<file path="src/rtl/diff_flag_stage.sv">
// rtl/diff_flag_stage.sv - subtractor result checker with comparison flags and a 2-entry output FIFO
module diff_flag_stage (
  input  logic       clk,
  input  logic       rst,
  input  logic       in_valid,
  output logic       in_ready,
  input  logic [3:0] A,
  input  logic [3:0] B,
  input  logic [3:0] Diff,
  output logic       out_valid,
  input  logic       out_ready,
  output logic [3:0] Diff_q,
  output logic       EQ,
  output logic       GT,
  output logic       LT,
  output logic       Borrow,
  output logic       Zero,
  output logic       Err,
  output logic [7:0] err_cnt
);

  typedef enum logic [1:0] {
    EMPTY = 2'd0,
    ONE   = 2'd1,
    FULL  = 2'd2
  } state_t;

  // Flags are resolved at accept time so the head drives outputs straight from flops.
  // Borrow is identical to LT for an unsigned subtract, so it is not stored separately.
  typedef struct packed {
    logic [3:0] diff;
    logic       eq;
    logic       gt;
    logic       lt;
    logic       zero;
    logic       err;
  } entry_t;

  state_t     state;
  entry_t     slot0;      // head of the FIFO; all-zero whenever the FIFO is empty
  entry_t     slot1;
  entry_t     new_entry;
  logic [3:0] wrapped_diff;
  logic       in_ready_r;
  logic       out_valid_r;
  logic       push;
  logic       pop;

  assign push = in_valid & in_ready_r;
  assign pop  = out_valid_r & out_ready;

  // Evaluate the incoming triple into a flag record ready for storage.
  always_comb begin
    wrapped_diff   = A - B;
    new_entry      = '0;
    new_entry.diff = Diff;
    new_entry.eq   = (A == B);
    new_entry.gt   = (A > B);
    new_entry.lt   = (A < B);
    new_entry.zero = (Diff == 4'd0);
    new_entry.err  = (Diff != wrapped_diff);
  end

  // Occupancy FSM with FIFO storage; handshake outputs are registered alongside the state.
  always_ff @(posedge clk) begin
    if (rst) begin
      state       <= EMPTY;
      slot0       <= '0;
      slot1       <= '0;
      in_ready_r  <= 1'b1;
      out_valid_r <= 1'b0;
    end else begin
      case (state)
        EMPTY: begin
          if (push) begin
            slot0       <= new_entry;
            state       <= ONE;
            out_valid_r <= 1'b1;
            in_ready_r  <= 1'b1;
          end
        end
        ONE: begin
          if (push && pop) begin
            slot0 <= new_entry;
          end else if (push) begin
            slot1      <= new_entry;
            state      <= FULL;
            in_ready_r <= 1'b0;
          end else if (pop) begin
            slot0       <= '0;
            state       <= EMPTY;
            out_valid_r <= 1'b0;
          end
        end
        FULL: begin
          if (pop) begin
            slot0      <= slot1;
            slot1      <= '0;
            state      <= ONE;
            in_ready_r <= 1'b1;
          end
        end
        default: begin
          state       <= EMPTY;
          slot0       <= '0;
          slot1       <= '0;
          in_ready_r  <= 1'b1;
          out_valid_r <= 1'b0;
        end
      endcase
    end
  end

  // Count popped entries that carried a subtractor error, saturating at 255.
  always_ff @(posedge clk) begin
    if (rst) begin
      err_cnt <= 8'd0;
    end else if (pop && slot0.err && (err_cnt != 8'hFF)) begin
      err_cnt <= err_cnt + 8'd1;
    end
  end

  assign in_ready  = in_ready_r;
  assign out_valid = out_valid_r;
  assign Diff_q    = slot0.diff;
  assign EQ        = slot0.eq;
  assign GT        = slot0.gt;
  assign LT        = slot0.lt;
  assign Borrow    = slot0.lt;
  assign Zero      = slot0.zero;
  assign Err       = slot0.err;

endmodule

</file>
<file path="config.mk">
export PLATFORM = sky130hd
export DESIGN_NAME = diff_flag_stage
export DESIGN_NICKNAME = d
export VERILOG_FILES = /design/src/rtl/diff_flag_stage.sv
export SDC_FILE = /design/constraint.sdc
export NUM_CORES = 1
export LEC_CHECK = 0
export CAP_MARGIN = 20
export CORE_ASPECT_RATIO = 1.2
export CORE_UTILIZATION = 44
export CTS_CLUSTER_DIAMETER = 120
export DETAILED_ROUTE_END_ITERATION = 7
export PLACE_DENSITY_LB_ADDON = 0.3
export SLEW_MARGIN = 40
export SYNTH_ARGS = -nofsm -noshare
export SYNTH_HDL_FRONTEND = slang
export SYNTH_SLANG_ARGS = --single-unit
</file>
<file path="constraint.sdc">
create_clock -name clk -period 1.87 [get_ports clk]
set_clock_uncertainty 0.05 [all_clocks]
set_input_delay 0.374 -clock clk [delete_from_list [all_inputs] [get_ports clk]]
set_output_delay 0.374 -clock clk [all_outputs]
set_load 0.005 [all_outputs]
</file>
==> flow_metrics.tcl, run 1 <==
set metrics [dict create \
    firstDrtPassIters 5 \
    clock_latency_ps 280 \
    grt_pass1_wl_um 6490 \
    endpoint_kind "flop" \
    ys_warn_count 0 \
    die_area_um2 3810 \
    vias 1502 \
    antennaDiodeCount 0 \
    area_growth_syn_to_layout_pct 42.6 \
    max_freq_ghz 0.543 \
    startpoint_type "input pin" \
    clkPwrFrac_pct 27.1 \
    setup_violations 0 \
    grt_util_met1_pct 21.4 \
    seq_power_share_pct 41.0 \
    dpl.cell_count 256 \
    nets 251 \
    cts_sinks 30 \
    finalPower_w 0.00181 \
    use_met3_pct 5.17 \
    async_reset_ff_share_pct 0 \
    die_w_um 56.5 \
    io_buffers 35 \
    drive_gt1_share_pct 24.0 \
    ant_nets 0 \
    fillers 276 \
    fin_hold_ws_ps 404 \
    grt_max_degree 19 \
    switching_share_pct 31.0 \
    layout_common_cells "dfxtp_1 (30), clkdlybuf4s50_1 (30), buf_4 (23)" \
    p_per_area_nw_per_um2 808 \
    wl_um 3950 \
    grt_usage_pct 22.1 \
    clk_path_buf_depth 2 \
    ir_drop_mv 0.701 \
    syn-cell-area_um2 1570 \
    critPathKind "in -> reg" \
    avgRoutedWirePerCell_um 14.8 \
    tritoncts "built" \
    drtIter0Drc 60 \
    ff2ff_setup_slack_ps 250 \
    initial_core_util_pct 46.6 \
    rsz0062_at_grt "yes" \
    synth_nets 194 \
    max_cap_violations 0 \
    grt_overflow_total 0 \
    gp_congestion 0.786 \
    core-area_um2 3370 \
    ctsRootBufferMaster "clkbuf_8" \
    fp-row-count 23 \
    slew_headroom_pct 66.9 \
    io_pins 36 \
    synth_cell_types 46 \
    fin_cells 266 \
    cts_buffers 5 \
    cts_hold_buf 0 \
    worst_pin_slew_ps 491 \
    grt_pass1_vias 1541 \
    grt_antenna_before_repair 0 \
    hp-class "reg -> reg" \
    fin_util_pct 66.4 \
    cp.arrival_ps 1950 \
    syn_inst 172 \
    status "completed" \
    p_leak_nw 0.846 \
    avgSynthCellArea_um2 9.11 \
    cts.clk_slew.worst_paths_ps 60 \
    power_switching_w 0.000559 \
    synth-edff-count 0 \
    layout_min_cycle_time_ps 1840 \
    finalHoldViolCount 0 \
    synth_seq_cells 30 \
    internal_power_w 0.00125 \
    worstPathMaxFanout 2 \
    die_h_um 67.4 \
    setup_tns_ps 0 \
    place_hpwl_um 2970 \
    synth_seq_area_share_pct 38.3 \
    cp.required_ps 1980 \
    drc_errors 0 \
    routed_via_density 5.65 \
    drv_slew 0 \
    cts-htree-levels 2 \
    met2_usage_pct 43.5 \
    p_comb_share_pct 31.9 \
    period_share_pct 98.5 \
    globalRoute.busiestLayer "met2" \
    synth_flop_cell "dfxtp_1" \
]
==> cell usage after synthesis (2+ instances only) <==
master | n | area, µm²
ha_1 | 5 | 62.6
nor4_1 | 2 | 12.5
nand4_1 | 2 | 12.5
a222oi_1 | 4 | 40.0
inv_1 | 5 | 18.8
xor2_1 | 6 | 52.6
o21ai_1 | 6 | 30.0
buf_2 | 3 | 15.0
a21oi_1 | 15 | 75.1
nand4b_1 | 4 | 35.0
nand2_1 | 16 | 60.1
nand3_1 | 4 | 20.0
a22oi_1 | 8 | 60.1
dfxtp_1 | 30 | 601
nor3_1 | 2 | 10.0
xnor2_1 | 6 | 52.6
o21bai_1 | 2 | 15.0
nor2_1 | 21 | 78.8
clkbuf_1 | 4 | 15.0
==> flip-flops by register name, summed over array words and instances (netlist names) <==
register   cells
slot1          9
err_cnt        8
Diff_q         4
state          2
Borrow         1
EQ             1
Err            1
GT             1
Zero           1
in_ready       1
out_valid      1
==> final cells by class <==
cell class / count / area [µm²] / share of cell area [%]
inverter: 5 / 18.8 / 0.839
multi-input combinational: 129 / 975 / 43.6
tap: 37 / 46.3 / 2.07
timing repair buffer: 58 / 517 / 23.1
clock inverter: 2 / 10.0 / 0.448
sequential: 30 / 601 / 26.9
clock buffer: 5 / 68.8 / 3.08
==> per-stage QoR <==
step / cell area, µm² / worst slack [ps]
floorplan: 1570 / 41.9
global placement: 2080 / -437
detailed placement: 2080 / -504
CTS: 2220 / 11.4
global route: 2240 / -49.4
finish: 2240 / 28.2
==> worst max-delay path, stage by stage <==
cell and delay, ps:
dlygate4sd2_1 230, inv_1 50, ha_2 180, inv_2 40, fa_2 360, xnor2_2 160, xnor2_1 140, o41ai_1 320
a21oi_1 100
==> cell families (layout without fill, tap and decap cells) <==
group / count (synthesis) / after routing / share of synthesized area [%]
adder cells (fa/ha/maj): 6 / 6 / 5.27
flip-flops: 30 / 30 / 38.3
multiplexers: 1 / 1 / 0.638
buffers and inverters: 13 / 70 / 3.59
AND/OR/NAND/NOR: 65 / 65 / 23.5
XOR/XNOR: 12 / 12 / 6.70
AO/OA/AOI/OAI: 45 / 45 / 22.0
==> per-layer routing <==
layer | vias up | wire [µm]
met3 | 11 | 181
met1 | 708 | 1500
li1 | 732 | -
met4 | 0 | 93
met2 | 51 | 2170
met5 | - | 0
==> power groups by stage <==
stage               clock network [W]  logic (W)  registers (W)
floorplan                           0   0.000299       0.000748
global placement                    0   0.000516       0.000751
detailed placement                  0   0.000532       0.000756
CTS                          0.000495   0.000555       0.000742
global route                 0.000521   0.000621       0.000749
finish                       0.000490   0.000576       0.000742
==> what timing repair did <==
action                                  CTS  global route
buffers inserted                          2             1
pin swaps                                10             7
endpoints found under the setup margin    6             7
resized for setup                        16             2
==> final timing paths <==
kind                            from                 endpoint  cells after the start
min reg2reg        Zero$_SDFFE_PP0P_        Zero$_SDFFE_PP0P_                      2
max                             A[0]    slot1[0]$_SDFFE_PP0P_                      9
max reg2reg  err_cnt[0]$_SDFFE_PP0P_  err_cnt[3]$_SDFFE_PP0P_                      6
min                Zero$_SDFFE_PP0P_        Zero$_SDFFE_PP0P_                      2
Power figures use the tool's default switching activity.
==> run 2, diff against run 1 <==
- ABC_CLOCK_PERIOD_IN_PS: unset -> 1870
==> results of run 2 <==
Same layout as run 1: the final DEF is identical, and so are final timing and power.
==> run 3, diff against run 2 <==
- CORE_MARGIN: unset -> 4
- GPL_TIMING_DRIVEN: unset -> 0
- PLACE_DENSITY: unset -> 0.73
- PLACE_DENSITY_LB_ADDON: 0.3 -> unset
==> flow_metrics.tcl, run 3 (synthesized netlist as in run 1, its figures left out) <==
set metrics [dict create \
    status "completed" \
    startpoint_type "input pin" \
    area_growth_syn_to_layout_pct 42.6 \
    cp.required_ps 1970 \
    die_h_um 73.4 \
    io_buffers 34 \
    top_register "slot1" \
    clkPwrFrac_pct 31.9 \
    die_area_um2 4590 \
    grt_max_degree 11 \
    fillers 277 \
    wl_um 4210 \
    crit_chain "dlygate4sd2_1 > ha_2 > inv_2 > fa_2 > xnor2_2 > xnor2_2 > o41ai_2 > a21oi_1" \
    crit_buf_inv 2 \
    endpoint_kind "flop" \
    grt_usage_pct 18.2 \
    p_per_area_nw_per_um2 864 \
    reg2reg_to "err_cnt[4]$_SDFFE_PP0P_" \
    seq_power_share_pct 38.4 \
    cts-htree-levels 2 \
    layout_common_cells "dfxtp_1 (30), clkdlybuf4s50_1 (29), nor2_1 (19)" \
    cts_buffers 5 \
    ff2ff_setup_slack_ps 170 \
    whs_endpoint "slot1[5]$_SDFFE_PP0P_" \
    die_w_um 62.5 \
    max_freq_ghz 0.538 \
    p_comb_share_pct 29.6 \
    switching_share_pct 30.4 \
    antennaDiodeCount 0 \
    cts.clk_slew.worst_paths_ps 60 \
    worstPathMaxFanout 2 \
    clk_path_buf_depth 2 \
    grt_antenna_before_repair 0 \
    cp_common_cell "xnor2_2" \
    largest_register_ffs 9 \
    setup_violations 0 \
    reg2reg_depth 6 \
    fp-row-count 23 \
    path_delay_family "adder cells" \
    ctsRootBufferMaster "clkbuf_8" \
    drc_errors 0 \
    tritoncts "built" \
    hp-start "slot1[5]$_SDFFE_PP0P_" \
    r2r-start "err_cnt[0]$_SDFFE_PP0P_" \
    cts_hold_buf 0 \
    period_share_pct 99.4 \
    drtIter0Drc 86 \
    critPathSlowestCell "fa_2" \
    vias 1453 \
    grt_overflow_total 0 \
    critPathKind "in -> reg" \
    slew_headroom_pct 63.9 \
    gp_congestion 0.883 \
    ir_drop_mv 0.577 \
    routed_via_density 5.65 \
    avgRoutedWirePerCell_um 16.4 \
    finalHoldViolCount 0 \
    drive_gt1_share_pct 24.1 \
    cts_sinks 30 \
    worst_slack_ps 10.6 \
    place_hpwl_um 2860 \
    io_pins 36 \
    layout_min_cycle_time_ps 1860 \
    firstDrtPassIters 5 \
    layout_commonest_cell "dfxtp_1" \
    hp-class "reg -> reg" \
    ant_nets 0 \
    pre_cts_ws_ps -539 \
    clock_latency_ps 290 \
    core-area_um2 3400 \
    p_leak_nw 0.830 \
    power_switching_w 0.000587 \
    max_stage_delay_ps 360 \
    internal_power_w 0.00134 \
    whs_path_depth 2 \
    initial_core_util_pct 46.2 \
    fin_hold_ws_ps 405 \
    grt_pass1_vias 1450 \
    cp.arrival_ps 1960 \
    worst_pin_slew_ps 541 \
    max_cap_violations 0 \
    grt_pass1_wl_um 6520 \
    nets 241 \
    drv_slew 0 \
]
## run 3: changes by cell type in the layout (fill, tap and decap cells not counted), moves of 2 or more
cell,delta
clkbuf_8,+3
clkbuf_1,+4
buf_2,+3
xnor2_2,+2
a21oi_2,+2
nor2_1,-2
buf_4,-16
dlymetal6s2s_1,+2
dlygate4sd2_1,-3
xnor2_1,-2
clkinv_2,-2
## run 3: routing by layer
metal / global-route usage (%) / vias to the layer above / part of all wire, %
met5: 0 / - / 0
met4: 9.80 / 0 / 1.8
met3: 4.43 / 6 / 4.4
met2: 34.8 / 44 / 55
met1: 18.2 / 691 / 39
li1: - / 712 / -
## run 3: worst max-delay path by stage
stage | from | endpoint | slack, ps | cells after the start
after floorplan | A[0] | slot1[0]$_SDFFE_PP0P_ | 40 | 8
final | B[0] | slot1[0]$_SDFFE_PP0P_ | 10 | 8
after global placement | A[0] | slot1[0]$_SDFFE_PP0P_ | -470 | 8
after CTS | out_ready | Diff_q[2]$_SDFFE_PP0P_ | 5 | 6
after detailed placement | B[0] | slot1[3]$_SDFFE_PP0P_ | -540 | 9
after global routing | B[0] | slot1[0]$_SDFFE_PP0P_ | -30 | 8
## run 3: area by class of cell
class	instances	area [µm²]	area share, %
Clock buffer	8	110	4.92
Inverter	5	18.8	0.839
Sequential cell	30	601	26.9
Tap cell	37	46.3	2.07
Buffer	8	37.5	1.68
Timing Repair Buffer	40	383	17.1
Multi-Input combinational cell	129	1040	46.5
## run 3: tightest hold or removal path: cells and delay by family, from the launching register on
kind	cells	cell delay [ps]
AO/OA/AOI/OAI	1	50
flip-flops	1	310
AND/OR/NAND/NOR	1	50
## run 3: through the flow
step | util (%) | cells | setup TNS [ps] | total power (W) | instance area, µm²
global placement | 57.6 | 243 | -4880 | 0.00121 | 1950
finish | 65.8 | 257 | 0 | 0.00193 | 2240
detailed placement | 57.6 | 243 | -5820 | 0.00123 | 1950
floorplan | - | 172 | 0 | 0.00105 | 1570
CTS | 61.3 | 251 | 0 | 0.00185 | 2080
global route | 65.8 | 257 | -35.6 | 0.00202 | 2240
## run 3: repair_timing
| item | CTS | global route |
|---|---|---|
| pin swaps | 4 | 14 |
| gates resized for setup | 8 | 23 |
| endpoints found under the setup margin | 6 | 15 |
| buffers inserted | 0 | 6 |
## run 3: power groups by stage
stage	Clock (W)	Combinational [W]	Sequential, W
final	0.000617	0.000572	0.000742
after global routing	0.000652	0.000622	0.000747
after CTS	0.000628	0.000488	0.000739
after detailed placement	0	0.000478	0.000752
after global placement	0	0.000464	0.000749
after floorplan	0	0.000299	0.000748
